**config.mk**
```make
export PLATFORM = sky130hd
export DESIGN_NAME = accel_phase_sequencer
export DESIGN_NICKNAME = d
export VERILOG_FILES = /design/src/rtl/accel_pkg.sv /design/src/rtl/accel_phase_watchdog.sv /design/src/rtl/accel_phase_sequencer.sv
export SDC_FILE = /design/constraint.sdc
export NUM_CORES = 1
export LEC_CHECK = 0
export BUFFER_PORTS_ARGS = -buffer_cell sky130_fd_sc_hd__buf_2
export CAP_MARGIN = 20
export CORE_MARGIN = 1.5
export CORE_UTILIZATION = 52
export CTS_CLUSTER_DIAMETER = 80
export DETAILED_ROUTE_END_ITERATION = 10
export MAX_ROUTING_LAYER = met4
export PLACE_DENSITY_LB_ADDON = 0.25
export SKIP_CTS_REPAIR_TIMING = 1
export SYNTH_ARGS = -nofsm -noshare
export SYNTH_HDL_FRONTEND = slang
export SYNTH_SLANG_ARGS = --single-unit
```
**constraint.sdc**
```tcl
create_clock -name clk -period 4.9 [get_ports clk]
set_input_delay 0 -clock clk [delete_from_list [all_inputs] [get_ports clk]]
set_output_delay 0 -clock clk [all_outputs]
set_load 0.1 [all_outputs]
```
**src/rtl/accel_pkg.sv**
```systemverilog
// Shared types for the accelerator control path: run states, BRAM bank selects,
// host request/response words, and the sequencer's config/error bit positions.
package accel_pkg;

  typedef enum logic [2:0] {
    IDLE         = 3'd0,
    LOAD_WEIGHTS = 3'd1,
    LOAD_INPUT   = 3'd2,
    COMPUTE      = 3'd3,
    STORE_OUTPUT = 3'd4,
    DONE         = 3'd5
  } state_e;

  typedef enum logic [1:0] {
    ACCEL_MLP  = 2'd0,
    ACCEL_CNN  = 2'd1,
    ACCEL_RNN  = 2'd2,
    ACCEL_RSVD = 2'd3
  } accel_type_e;

  typedef enum logic [4:0] {
    BANK_NONE     = 5'b00000,
    BANK_WEIGHTS  = 5'b00001,
    BANK_INPUT_0  = 5'b00010,
    BANK_INPUT_1  = 5'b00100,
    BANK_OUTPUT_0 = 5'b01000,
    BANK_OUTPUT_1 = 5'b10000
  } bram_bank_e;

  typedef struct packed {
    logic        start;
    accel_type_e accel_type;
    logic [15:0] config_data;
  } ctrl_req_t;

  typedef struct packed {
    logic       done;
    logic       busy;
    state_e     state;
    logic [7:0] error_flags;
  } ctrl_resp_t;

  localparam int CFG_REUSE_W_BIT = 15;
  localparam int CFG_TILES_LSB   = 0;
  localparam int CFG_TILES_MSB   = 7;

  localparam int ERR_START_BUSY    = 0;
  localparam int ERR_WDT           = 1;
  localparam int ERR_BAD_TYPE      = 2;
  localparam int ERR_SPURIOUS_DONE = 3;
  localparam int ERR_ABORT         = 4;

  function automatic bram_bank_e in_bank_of(input logic odd);
    return odd ? BANK_INPUT_1 : BANK_INPUT_0;
  endfunction

  function automatic bram_bank_e out_bank_of(input logic odd);
    return odd ? BANK_OUTPUT_1 : BANK_OUTPUT_0;
  endfunction

endpackage

```
**src/rtl/accel_phase_watchdog.sv**
```systemverilog
// Per-phase watchdog: a 16-bit counter cleared on every phase entry that flags a
// timeout once it has waited TIMEOUT_CYCLES cycles without the phase finishing.
module accel_phase_watchdog #(
  parameter int unsigned TIMEOUT_CYCLES = 65535
) (
  input  logic clk,
  input  logic rst,
  input  logic enter,
  input  logic active,
  output logic timeout
);

  localparam logic [15:0] LIMIT = 16'(TIMEOUT_CYCLES - 1);

  logic [15:0] count_q;

  // Saturates at LIMIT so a stalled phase keeps timeout asserted until it leaves.
  always_ff @(posedge clk) begin
    if (rst || enter || !active) begin
      count_q <= '0;
    end else if (count_q != LIMIT) begin
      count_q <= count_q + 16'd1;
    end
  end

  assign timeout = active && (count_q == LIMIT);

endmodule

```
**src/rtl/accel_phase_sequencer.sv**
```systemverilog
// Run controller: walks LOAD_WEIGHTS -> {LOAD_INPUT, COMPUTE, STORE_OUTPUT} per tile -> DONE,
// with start/done pulse handshakes to the phase units. ACCEL_SEQ_WDT_EN adds a per-phase watchdog.
module accel_phase_sequencer
  import accel_pkg::*;
#(
  parameter int unsigned TIMEOUT_CYCLES = 65535,
  parameter int unsigned TILE_W         = 8
) (
  input  logic              clk,
  input  logic              rst,
  input  ctrl_req_t         req_i,
  input  logic              abort_i,
  input  logic              phase_done_i,
  output ctrl_resp_t        resp_o,
  output logic              phase_start_o,
  output state_e            phase_o,
  output accel_type_e       accel_type_o,
  output bram_bank_e        in_bank_o,
  output bram_bank_e        out_bank_o,
  output logic [TILE_W-1:0] tile_idx_o
);

  // Handshake: phase_start_o pulses for exactly the first cycle of each phase state;
  // the unit answers with a one-cycle phase_done_i pulse, which may coincide with
  // phase_start_o. abort_i outranks phase_done_i in the same cycle.

  state_e            state_q, state_d;
  logic [TILE_W-1:0] tile_q, tile_d;
  logic [TILE_W-1:0] last_q, last_d;
  accel_type_e       type_q, type_d;
  logic [7:0]        flags_q, flags_d;
  logic              phase_start_q;
  logic              phase_enter;
  bram_bank_e        in_bank_q, out_bank_q;
  logic              wdt_timeout;
  logic [7:0]        cfg_tiles;

  assign cfg_tiles = req_i.config_data[CFG_TILES_MSB:CFG_TILES_LSB];

`ifdef ACCEL_SEQ_WDT_EN
  logic in_phase;
  assign in_phase = (state_q == LOAD_WEIGHTS) || (state_q == LOAD_INPUT) ||
                    (state_q == COMPUTE) || (state_q == STORE_OUTPUT);

  accel_phase_watchdog #(
    .TIMEOUT_CYCLES(TIMEOUT_CYCLES)
  ) u_watchdog (
    .clk    (clk),
    .rst    (rst),
    .enter  (phase_enter),
    .active (in_phase),
    .timeout(wdt_timeout)
  );
`else
  assign wdt_timeout = 1'b0;
`endif

  always_ff @(posedge clk) begin
    if (rst) begin
      state_q       <= IDLE;
      tile_q        <= '0;
      last_q        <= '0;
      type_q        <= ACCEL_MLP;
      flags_q       <= '0;
      phase_start_q <= 1'b0;
      in_bank_q     <= BANK_INPUT_0;
      out_bank_q    <= BANK_OUTPUT_0;
    end else begin
      state_q       <= state_d;
      tile_q        <= tile_d;
      last_q        <= last_d;
      type_q        <= type_d;
      flags_q       <= flags_d;
      phase_start_q <= phase_enter;
      in_bank_q     <= in_bank_of(tile_d[0]);
      out_bank_q    <= out_bank_of(tile_d[0]);
    end
  end

  always_comb begin
    state_d     = state_q;
    tile_d      = tile_q;
    last_d      = last_q;
    type_d      = type_q;
    flags_d     = flags_q;
    phase_enter = 1'b0;
    unique case (state_q)
      IDLE: begin
        if (phase_done_i) flags_d[ERR_SPURIOUS_DONE] = 1'b1;
        if (req_i.start) begin
          if (req_i.accel_type == ACCEL_RSVD) begin
            flags_d[ERR_BAD_TYPE] = 1'b1;
          end else begin
            // A tile count of 0 wraps to a last index of 255, i.e. 256 tiles.
            type_d      = req_i.accel_type;
            last_d      = TILE_W'(cfg_tiles - 8'd1);
            tile_d      = '0;
            flags_d     = '0;
            phase_enter = 1'b1;
            state_d     = req_i.config_data[CFG_REUSE_W_BIT] ? LOAD_INPUT : LOAD_WEIGHTS;
          end
        end
      end
      DONE: begin
        state_d = IDLE;
        tile_d  = '0;
        if (phase_done_i) flags_d[ERR_SPURIOUS_DONE] = 1'b1;
        if (req_i.start)  flags_d[ERR_START_BUSY]    = 1'b1;
        if (abort_i)      flags_d[ERR_ABORT]         = 1'b1;
      end
      default: begin
        if (req_i.start) flags_d[ERR_START_BUSY] = 1'b1;
        if (abort_i) begin
          state_d            = IDLE;
          flags_d[ERR_ABORT] = 1'b1;
        end else if (phase_done_i) begin
          phase_enter = 1'b1;
          case (state_q)
            LOAD_WEIGHTS: state_d = LOAD_INPUT;
            LOAD_INPUT:   state_d = COMPUTE;
            COMPUTE:      state_d = STORE_OUTPUT;
            STORE_OUTPUT: begin
              if (tile_q == last_q) begin
                state_d     = DONE;
                phase_enter = 1'b0;
              end else begin
                tile_d  = tile_q + 1'b1;
                state_d = LOAD_INPUT;
              end
            end
            default: begin
              state_d     = IDLE;
              phase_enter = 1'b0;
            end
          endcase
        end else if (wdt_timeout) begin
          flags_d[ERR_WDT] = 1'b1;
          state_d          = DONE;
        end
      end
    endcase
  end

  assign resp_o.done        = (state_q == DONE);
  assign resp_o.busy        = (state_q != IDLE);
  assign resp_o.state       = state_q;
  assign resp_o.error_flags = flags_q;

  assign phase_start_o = phase_start_q;
  assign phase_o       = state_q;
  assign accel_type_o  = type_q;
  assign in_bank_o     = in_bank_q;
  assign out_bank_o    = out_bank_q;
  assign tile_idx_o    = tile_q;

endmodule
```
==> reports/results.txt <==
Synth Warn # - 0
endpoints failing setup - 0
Worst Reg-to-Reg Cells - 5
core area - 0.00283 mm^2
power per cell area - 384 mW/mm^2
setup TNS - 0 ns
Detailed Route Iter0 Violations - 78
failing checks - DRC, hold timing
ANT cells - 0
post-route core utilization - 0.621
filler instances - 260
die width - 58.2 um
CTS tree - done
WS Path Type - flop to flop
Rows - 19
CTS root buf - clkbuf_4
DP HPWL - 2320 um
H-Tree Depth - 1
cell count after placement - 239
commonest non-fill, non-tap cell in the layout - buf_2
grt ovf - 0
Seq. cell area - 541 um^2
#FFs+latches synth - 27
drt pass-1 iters - 9
Clock Skews - 0.00185 ns
Place WS - 2.66 ns
Final Non-Filler Cells - 247
# clock sinks - 27
Longest Clk Path Bufs - 2
critical path required time - 5.12 ns
Fmax - 0.521 GHz
worst min-delay path category - input port to flop
most frequent cells in the layout - 42 x buf_2, 27 x dfxtp_1, 24 x nor2_1
worst hold margin - -0.0272 ns
Critical Path Sink Type - flop
multi-input logic area - 887 um^2
Pleak - 0.000807 uW
worst-margin pin slew - 0.537 ns
Vert. Die Dim - 58.2 um
routability cong. - 0.864
RSZ-0062 raised after global routing - no
I/O Buffers - 42
vias in the first global route - 1151
number of distinct library cells after synthesis - 45
status - complete, but fails checks
Arr. time, crit path - 2.14 ns
worst setup margin - 2.98 ns
Slew HR - 0.642
initial antenna violation count - 0
sequential area share after synthesis - 0.341
DRC Markers - 4
TritonCTS buffer count - 3
DR vias - 1375
crit-path max FO - 14
largest net degree at the start of global routing - 30
layout cell share with drive strength beyond 1 - 0.273
detail-routed via count per cell - 5.57
Final #Nets - 242
final hold violation count - 5
clock latency on the worst-skew pair - 0.31 ns
Ports - 60
Final Max Slew Viols - 0
initial core utilization - 0.560
Final min period - 1.92 ns
global-route wire length before repair - 5050 um
Peak VDD IR - 0.262 mV
clock slew at reported path FFs - 0.14 ns
total track usage - 0.194
period utilization - 0.391
Post-Syn Area per Cell - 8.62 um^2
routed len/inst - 12.4 um
Final ANT Viol Nets - 0
cell count after synthesis - 184
DIE AREA - 0.00339 mm^2
Area growth syn-to-layout - 10.7%
total detailed-routing wirelength - 3050 um
Setup crit start kind - flop
mapped cell area - 0.00159 mm^2
max-cap check violation count - 0
Hold Path Depth - 4
per-layer routing:
layer | up-vias | track usage | share of wire
li1 | 681 | - | -
met1 | 638 | 0.238 | 0.45
met2 | 54 | 0.331 | 0.48
met4 | 0 | 0.0432 | 0.0066
met5 | - | - | 0
met3 | 2 | 0.0357 | 0.062
worst paths after layout:
kind,end,slack (ns),start
setup / recovery,tile_idx_o[3],2.98,phase_o[1]
hold / removal,accel_type_o[1],-0.03,req_i[16]
setup reg to reg,tile_idx_o[3],2.98,phase_o[1]
hold reg to reg,accel_type_o[1],0.51,accel_type_o[1]
where the power goes:
group | switching, uW | total [uW] | internal, uW
Clock | 62.2 | 93.9 | 31.8
Sequential | 22.8 | 264 | 241
Combinational | 245 | 316 | 71.2
logic make-up (layout without fill, tap and decap cells):
logic type / Yosys count / after routing / share of synthesized area
fa+ha+maj: 2 / 2 / 0.0158
simple gates: 70 / 70 / 0.247
flops: 27 / 27 / 0.341
mux: 3 / 3 / 0.0205
xor+xnor: 17 / 17 / 0.0939
buf+inv: 31 / 54 / 0.121
compound gates: 33 / 33 / 0.159
other cells: 1 / 10 / 0.00237
stage by stage:
step	cell area (um^2)	hold slack, ns	total power (uW)
floorplan	1620	0.0956	551
finish	1760	-0.0272	673
global placement	1690	0.215	575
global route	1760	0.00735	707
detailed placement	1690	0.216	581
CTS	1720	-0.136	673
cell type report:
class / instances / area share
well taps: 31 / 0.0221
multi-input cells: 135 / 0.505
flip-flops and latches: 27 / 0.308
clock buffers: 4 / 0.0150
repair buffers: 46 / 0.141
inverters: 4 / 0.00855
registers in the layout, summed over array words and instances, names as in the netlist:
register	cells
accel_type_o	2
in_bank_o	1
flags_q	4
last_q	8
tile_idx_o	8
phase_start_o	1
phase_o	3
synth_stat cells, drive strengths merged:
| master | n | area share |
|---|---|---|
| dfxtp | 27 | 0.34 |
| nor2 | 24 | 0.057 |
| buf | 21 | 0.097 |
| nor3 | 16 | 0.057 |
| xor2 | 12 | 0.066 |
| nand2 | 10 | 0.024 |
| a211oi | 9 | 0.043 |
| a21oi | 6 | 0.021 |
| clkbuf | 6 | 0.014 |
| xnor2 | 5 | 0.028 |
| a32o | 4 | 0.025 |
| inv | 4 | 0.0095 |
| nor4 | 3 | 0.031 |
| nor4b | 3 | 0.021 |
| o21ai | 3 | 0.0095 |
| a22o | 2 | 0.013 |
| and2 | 2 | 0.0087 |
| ha | 2 | 0.016 |
| mux2 | 2 | 0.014 |
| nand2b | 2 | 0.0079 |
| nand3 | 2 | 0.0063 |
| o2bb2ai | 2 | 0.011 |
| or3 | 2 | 0.0079 |
| a211o | 1 | 0.0055 |
| a21bo | 1 | 0.0063 |
| a22oi | 1 | 0.0047 |
| a2bb2oi | 1 | 0.0055 |
| a311oi | 1 | 0.0055 |
| and3b | 1 | 0.0055 |
| conb | 1 | 0.0024 |
| mux2i | 1 | 0.0063 |
| nand4 | 1 | 0.0039 |
| nor2b | 1 | 0.0039 |
| nor3b | 1 | 0.0047 |
| o22ai | 1 | 0.0039 |
| o31ai | 1 | 0.0047 |
| or2 | 1 | 0.0039 |
| or3b | 1 | 0.0055 |
worst max-delay path, stage by stage (launching register included):
cell	delay (ns)
dfxtp_1	0.65
nor3_2	0.15
and2_1	0.22
nor3_1	0.37
nor3_2	0.14
a22o_2	0.29
Note: power is estimated with default switching activity, not from simulation.
